**config.mk**
```make
export PLATFORM = sky130hd
export DESIGN_NAME = mmio_uart_tx
export DESIGN_NICKNAME = d
export VERILOG_FILES = /design/src/rtl/mmio_uart_tx.sv
export SDC_FILE = /design/constraint.sdc
export NUM_CORES = 1
export LEC_CHECK = 0
export BUFFER_PORTS_ARGS = -buffer_cell sky130_fd_sc_hd__buf_2
export CAP_MARGIN = 25
export CORE_MARGIN = 2
export CORE_UTILIZATION = 55
export DETAILED_ROUTE_END_ITERATION = 10
export GPL_TIMING_DRIVEN = 0
export PLACE_DENSITY = 0.79
export SLEW_MARGIN = 20
export SYNTH_ARGS = -nofsm -noshare
export SYNTH_HDL_FRONTEND = slang
export SYNTH_SLANG_ARGS = --single-unit
```
**constraint.sdc**
```tcl
create_clock -name clk -period 10.89 [get_ports clk]
set_clock_uncertainty 0.15 [all_clocks]
set_input_delay 1.6335 -clock clk [delete_from_list [all_inputs] [get_ports clk]]
set_output_delay 1.6335 -clock clk [all_outputs]
set_load 0.005 [all_outputs]
```
**src/rtl/mmio_uart_tx.sv**
```systemverilog
// MMIO-driven 8N1 UART transmitter: each bus word goes out as BUS_WIDTH/8 bytes, LSB byte first,
// with a one-entry holding register, a sticky overflow flag and a completed-word counter.
module mmio_uart_tx #(
    parameter int BUS_WIDTH    = 32,
    parameter int CLKS_PER_BIT = 16
) (
    input  logic                 clk,
    input  logic                 rst,
    input  logic [BUS_WIDTH-1:0] mem_map_io,
    input  logic                 io_wr_strobe,
    input  logic                 ovf_clr,
    output logic                 tx,
    output logic                 busy,
    output logic                 pending,
    output logic                 overflow,
    output logic [15:0]          words_sent
);

    localparam int                BYTES     = BUS_WIDTH / 8;
    localparam int                BYTE_W    = (BYTES > 1) ? $clog2(BYTES) : 1;
    localparam logic [15:0]       BAUD_LAST = 16'(CLKS_PER_BIT - 1);
    localparam logic [BYTE_W-1:0] BYTE_LAST = BYTE_W'(BYTES - 1);

    typedef enum logic [1:0] {IDLE, START, DATA, STOP} state_e;

    state_e                 state_q, state_d;
    logic [15:0]            baud_q, baud_d;
    logic [2:0]             bit_q, bit_d;
    logic [BYTE_W-1:0]      byte_q, byte_d;
    logic [BUS_WIDTH-1:0]   shift_q, shift_d;
    logic [BUS_WIDTH-1:0]   hold_q, hold_d;
    logic                   pending_q, pending_d;
    logic                   overflow_q, overflow_d;
    logic [15:0]            words_q, words_d;
    logic                   tx_q, tx_d;
    logic                   bit_done;
    logic                   freed;

    always_ff @(posedge clk or posedge rst) begin
        if (rst) begin
            state_q    <= IDLE;
            baud_q     <= '0;
            bit_q      <= '0;
            byte_q     <= '0;
            shift_q    <= '0;
            hold_q     <= '0;
            pending_q  <= 1'b0;
            overflow_q <= 1'b0;
            words_q    <= '0;
            tx_q       <= 1'b1;
        end else begin
            state_q    <= state_d;
            baud_q     <= baud_d;
            bit_q      <= bit_d;
            byte_q     <= byte_d;
            shift_q    <= shift_d;
            hold_q     <= hold_d;
            pending_q  <= pending_d;
            overflow_q <= overflow_d;
            words_q    <= words_d;
            tx_q       <= tx_d;
        end
    end

    always_comb begin
        state_d    = state_q;
        baud_d     = baud_q;
        bit_d      = bit_q;
        byte_d     = byte_q;
        shift_d    = shift_q;
        hold_d     = hold_q;
        pending_d  = pending_q;
        overflow_d = overflow_q;
        words_d    = words_q;
        freed      = 1'b0;
        bit_done   = (baud_q == BAUD_LAST);

        if (state_q != IDLE) begin
            baud_d = bit_done ? '0 : baud_q + 16'd1;
        end

        case (state_q)
            IDLE: begin
                // A word captured on the last stop edge waits here one cycle in the holding register.
                if (pending_q) begin
                    shift_d   = hold_q;
                    pending_d = 1'b0;
                    freed     = 1'b1;
                    state_d   = START;
                    baud_d    = '0;
                    byte_d    = '0;
                end else if (io_wr_strobe) begin
                    shift_d = mem_map_io;
                    state_d = START;
                    baud_d  = '0;
                    byte_d  = '0;
                end
            end
            START: begin
                if (bit_done) begin
                    state_d = DATA;
                    bit_d   = '0;
                end
            end
            DATA: begin
                if (bit_done) begin
                    // Shifting the whole word leaves the next byte in the low 8 bits.
                    shift_d = shift_q >> 1;
                    if (bit_q == 3'd7) begin
                        state_d = STOP;
                    end else begin
                        bit_d = bit_q + 3'd1;
                    end
                end
            end
            STOP: begin
                if (bit_done) begin
                    if (byte_q != BYTE_LAST) begin
                        byte_d  = byte_q + BYTE_W'(1);
                        state_d = START;
                    end else begin
                        words_d = words_q + 16'd1;
                        byte_d  = '0;
                        if (pending_q) begin
                            shift_d   = hold_q;
                            pending_d = 1'b0;
                            freed     = 1'b1;
                            state_d   = START;
                        end else begin
                            state_d = IDLE;
                        end
                    end
                end
            end
            default: state_d = IDLE;
        endcase

        if (ovf_clr) begin
            overflow_d = 1'b0;
        end
        // Setting overflow is evaluated after the clear so a simultaneous overflow wins.
        if (io_wr_strobe && !(state_q == IDLE && !pending_q)) begin
            if (!pending_q || freed) begin
                hold_d    = mem_map_io;
                pending_d = 1'b1;
            end else begin
                overflow_d = 1'b1;
            end
        end

        case (state_d)
            START:   tx_d = 1'b0;
            DATA:    tx_d = shift_d[0];
            default: tx_d = 1'b1;
        endcase
    end

    assign tx         = tx_q;
    assign busy       = (state_q != IDLE) || pending_q;
    assign pending    = pending_q;
    assign overflow   = overflow_q;
    assign words_sent = words_q;

endmodule

```
==> results_dict.tcl <==
set metrics [dict create \
    outcome "completed" \
    num_vias 4005 \
    worstSkewPairLatency_ps 370 \
    grt_overflow 0 \
    ff2ff_path_depth 7 \
    worstHoldStart "baud_q[15]$_DFF_PP0_" \
    rsz0062_at_grt "no" \
    dp_hpwl_um 7400 \
    cp_num_buf_inv 3 \
    drc 0 \
    grt_pass1_vias 3765 \
    synth-edff-count 0 \
    core_um2 9200 \
    final.setup.tns_ps 0 \
    crit_chain "inv_1 > ha_1 > clkbuf_1 > nand2b_1 > buf_2" \
    drt_iter0_drc 247 \
    grt_max_degree 67 \
    crit_slowest_cell "dfrtp_1" \
    r2r_start "baud_q[5]$_DFF_PP0_" \
    synth-seq-cells 106 \
    sw_frac_of_total_pct 22.6 \
    slowest_delay_ps 450 \
    synth.most_common_cell "dfrtp_1" \
    ys_top_cells_by_area "dfrtp_1, mux2_2, a22oi_1" \
    netlist.area_leader.share_pct 50.4 \
    diodes 0 \
    timing.rr.end "shift_q[10]$_DFFE_PP0P_" \
    yosysWarningCount 0 \
    vdd_drop_max_mv 0.0541 \
    post-route-util_pct 63.6 \
    start_kind "flop" \
    worstPathArrival_ps 1940 \
    hold_end "baud_q[15]$_DFF_PP0_" \
    finalSetupViolations 0 \
    grt_usage_pct 21.8 \
    die_w_um 101 \
    cts.htree.levels 3 \
    crit_required_ps 9110 \
    place_congestion 0.820 \
    slew_viol_final 0 \
    reg2reg_setup_slack_ps 7910 \
    cts.sinks 106 \
    worst-slew-pin-transition_ps 574 \
    comb_power_share_pct 2.9 \
    pwr-share-clk_pct 36.8 \
    min_period_ps 3720 \
    start_util_pct 56.7 \
    synthCells 493 \
    whs_path_depth 1 \
    cts_resized 0 \
    cap_violations 0 \
    crit_path_end_kind "primary output" \
    hold_path_class "reg2reg" \
    synthToLayoutAreaGrowth_pct 12.1 \
    fmaxAchievable_mhz 269 \
    min_period_over_period_pct 34.2 \
    ant_nets 0 \
    netSwitchingPower_w 0.000148 \
    numCtsBuffers 9 \
    internal-power_w 0.000506 \
    crit_fanout 10 \
    clock_path_buffers 2 \
    cts_tree "yes" \
    die_area_um2 10300 \
    postCtsHoldBufs 0 \
    postCtsSetupBuffers 0 \
    dr.pass1.iters 4 \
    avgSynthCellArea_um2 10.6 \
    nNetsFinal 606 \
    wl_um 10800 \
    finalHoldViolCount 0 \
    power_density_nw_per_um2 112 \
    synth_common_cells "dfrtp_1, nand2_1, nor2_1" \
    leakagePower_nw 2.64 \
    critPathTopFamily "buffers and inverters" \
    synth_ff_type "dfrtp_1" \
    rows 35 \
    drt-wirelength-per-cell_um 16.0 \
    synth_cell_types 47 \
    cts_root_buffer "clkbuf_8" \
    pwr-share-seq_pct 60.3 \
    yosysTopAreaCell "dfrtp_1" \
    die_h_um 101 \
    ys_seq_area_share_pct 50.9 \
    port_buffers 54 \
    synthesis.nets 540 \
    synth-async-reset-ratio_pct 100 \
    path_class "reg2out" \
    maxSlewHeadroom_pct 61.4 \
    via_per_inst 5.94 \
    grt_pass1_wl_um 17800 \
    drive_above_1_share_pct 24.0 \
    clk_pin_slew_ps 100 \
    grt_antenna_before_repair 0 \
    syn_area_um2 5210 \
    boundaryPins 56 \
]
## logic make-up after synthesis
group,Yosys count,share of synthesized area (%)
AND/OR/NAND/NOR,165,15.9
XOR/XNOR,20,3.36
adder cells (fa/ha/maj),11,2.64
AO/OA/AOI/OAI,117,15.3
buffers and inverters,39,3.48
multiplexers,35,8.40
flip-flops,106,50.9
## per-layer routing
layer / up-vias / GRT usage, % / wire length [um]
li1: 1896 / - / -
met1: 2001 / 31.3 / 5040
met2: 95 / 34.0 / 5150
met3: 13 / 3.86 / 462
met4: 0 / 6.86 / 131
met5: - / 0 / 0
## placed cells by master, fill, tap and decap left out, drive strengths merged, types with 2 or more instances in the layout
master      n
or4         5
a211o       2
clkinvlp    3
ha         11
a21o        2
nor4        4
o31ai       5
a21oi       3
o21ai      29
inv        14
dfrtp     105
nand4       3
a21boi      3
clkbuf     22
nand3      16
nor3        7
a22o        7
nor2       53
nor3b       2
and2        2
nand2b      3
a22oi      32
xnor2       7
buf        68
nand2      60
and3        5
mux2       34
xor2       13
a31oi      32
## sequential cells by signal, indices dropped and copies added (netlist names)
name	flops
bit_q	3
hold_q	32
words_sent	16
tx	1
byte_q	2
pending	1
overflow	1
state_q	2
shift_q	32
baud_q	16
## area by class of cell
class / instances / area [um2]
repair buffers: 55 / 298
flip-flops and latches: 106 / 2650
clock buffers: 9 / 124
plain buffers: 26 / 133
clock inverters: 6 / 66.3
inverters: 13 / 53.8
multi-input cells: 348 / 2380
fillers: 714 / 3350
well taps: 111 / 139
## worst max path at each step
stage                         startpoint                endpoint  slack (ps)  cells past startpoint
floorplan                            rst     baud_q[0]$_DFF_PP0_        6320                      1
global placement                     rst  hold_q[15]$_DFFE_PP0P_        5170                      2
detailed placement  state_q[1]$_DFF_PP0_                    busy        7580                      5
CTS                 state_q[1]$_DFF_PP0_                    busy        7180                      5
global route        state_q[1]$_DFF_PP0_                    busy        7040                      5
finish              state_q[1]$_DFF_PP0_                    busy        7170                      5
## power by group through the flow
stage | combinational [W] | clock (W) | sequential (W)
after detailed placement | 0.0000195 | 0 | 0.000402
after global placement | 0.0000174 | 0 | 0.000402
after floorplan | 0.00000706 | 0 | 0.000402
after global routing | 0.0000216 | 0.000259 | 0.000394
final | 0.0000189 | 0.000240 | 0.000394
after CTS | 0.0000195 | 0.000243 | 0.000394
## through the flow
| step | hold slack (ps) | instances | worst slack (ps) | cell area (um2) | power [W] |
|---|---|---|---|---|---|
| 2_1_floorplan | 293 | 493 | 6320 | 5210 | 0.000409 |
| 3_3_place_gp | 301 | 658 | 5170 | 5620 | 0.000419 |
| 3_5_place_dp | 314 | 659 | 7580 | 5650 | 0.000421 |
| 4_1_cts | 333 | 674 | 7180 | 5840 | 0.000657 |
| 5_1_grt | 352 | 674 | 7040 | 5840 | 0.000674 |
| 6_report | 331 | 674 | 7170 | 5840 | 0.000653 |
Note: power is estimated with default switching activity, not from simulation.
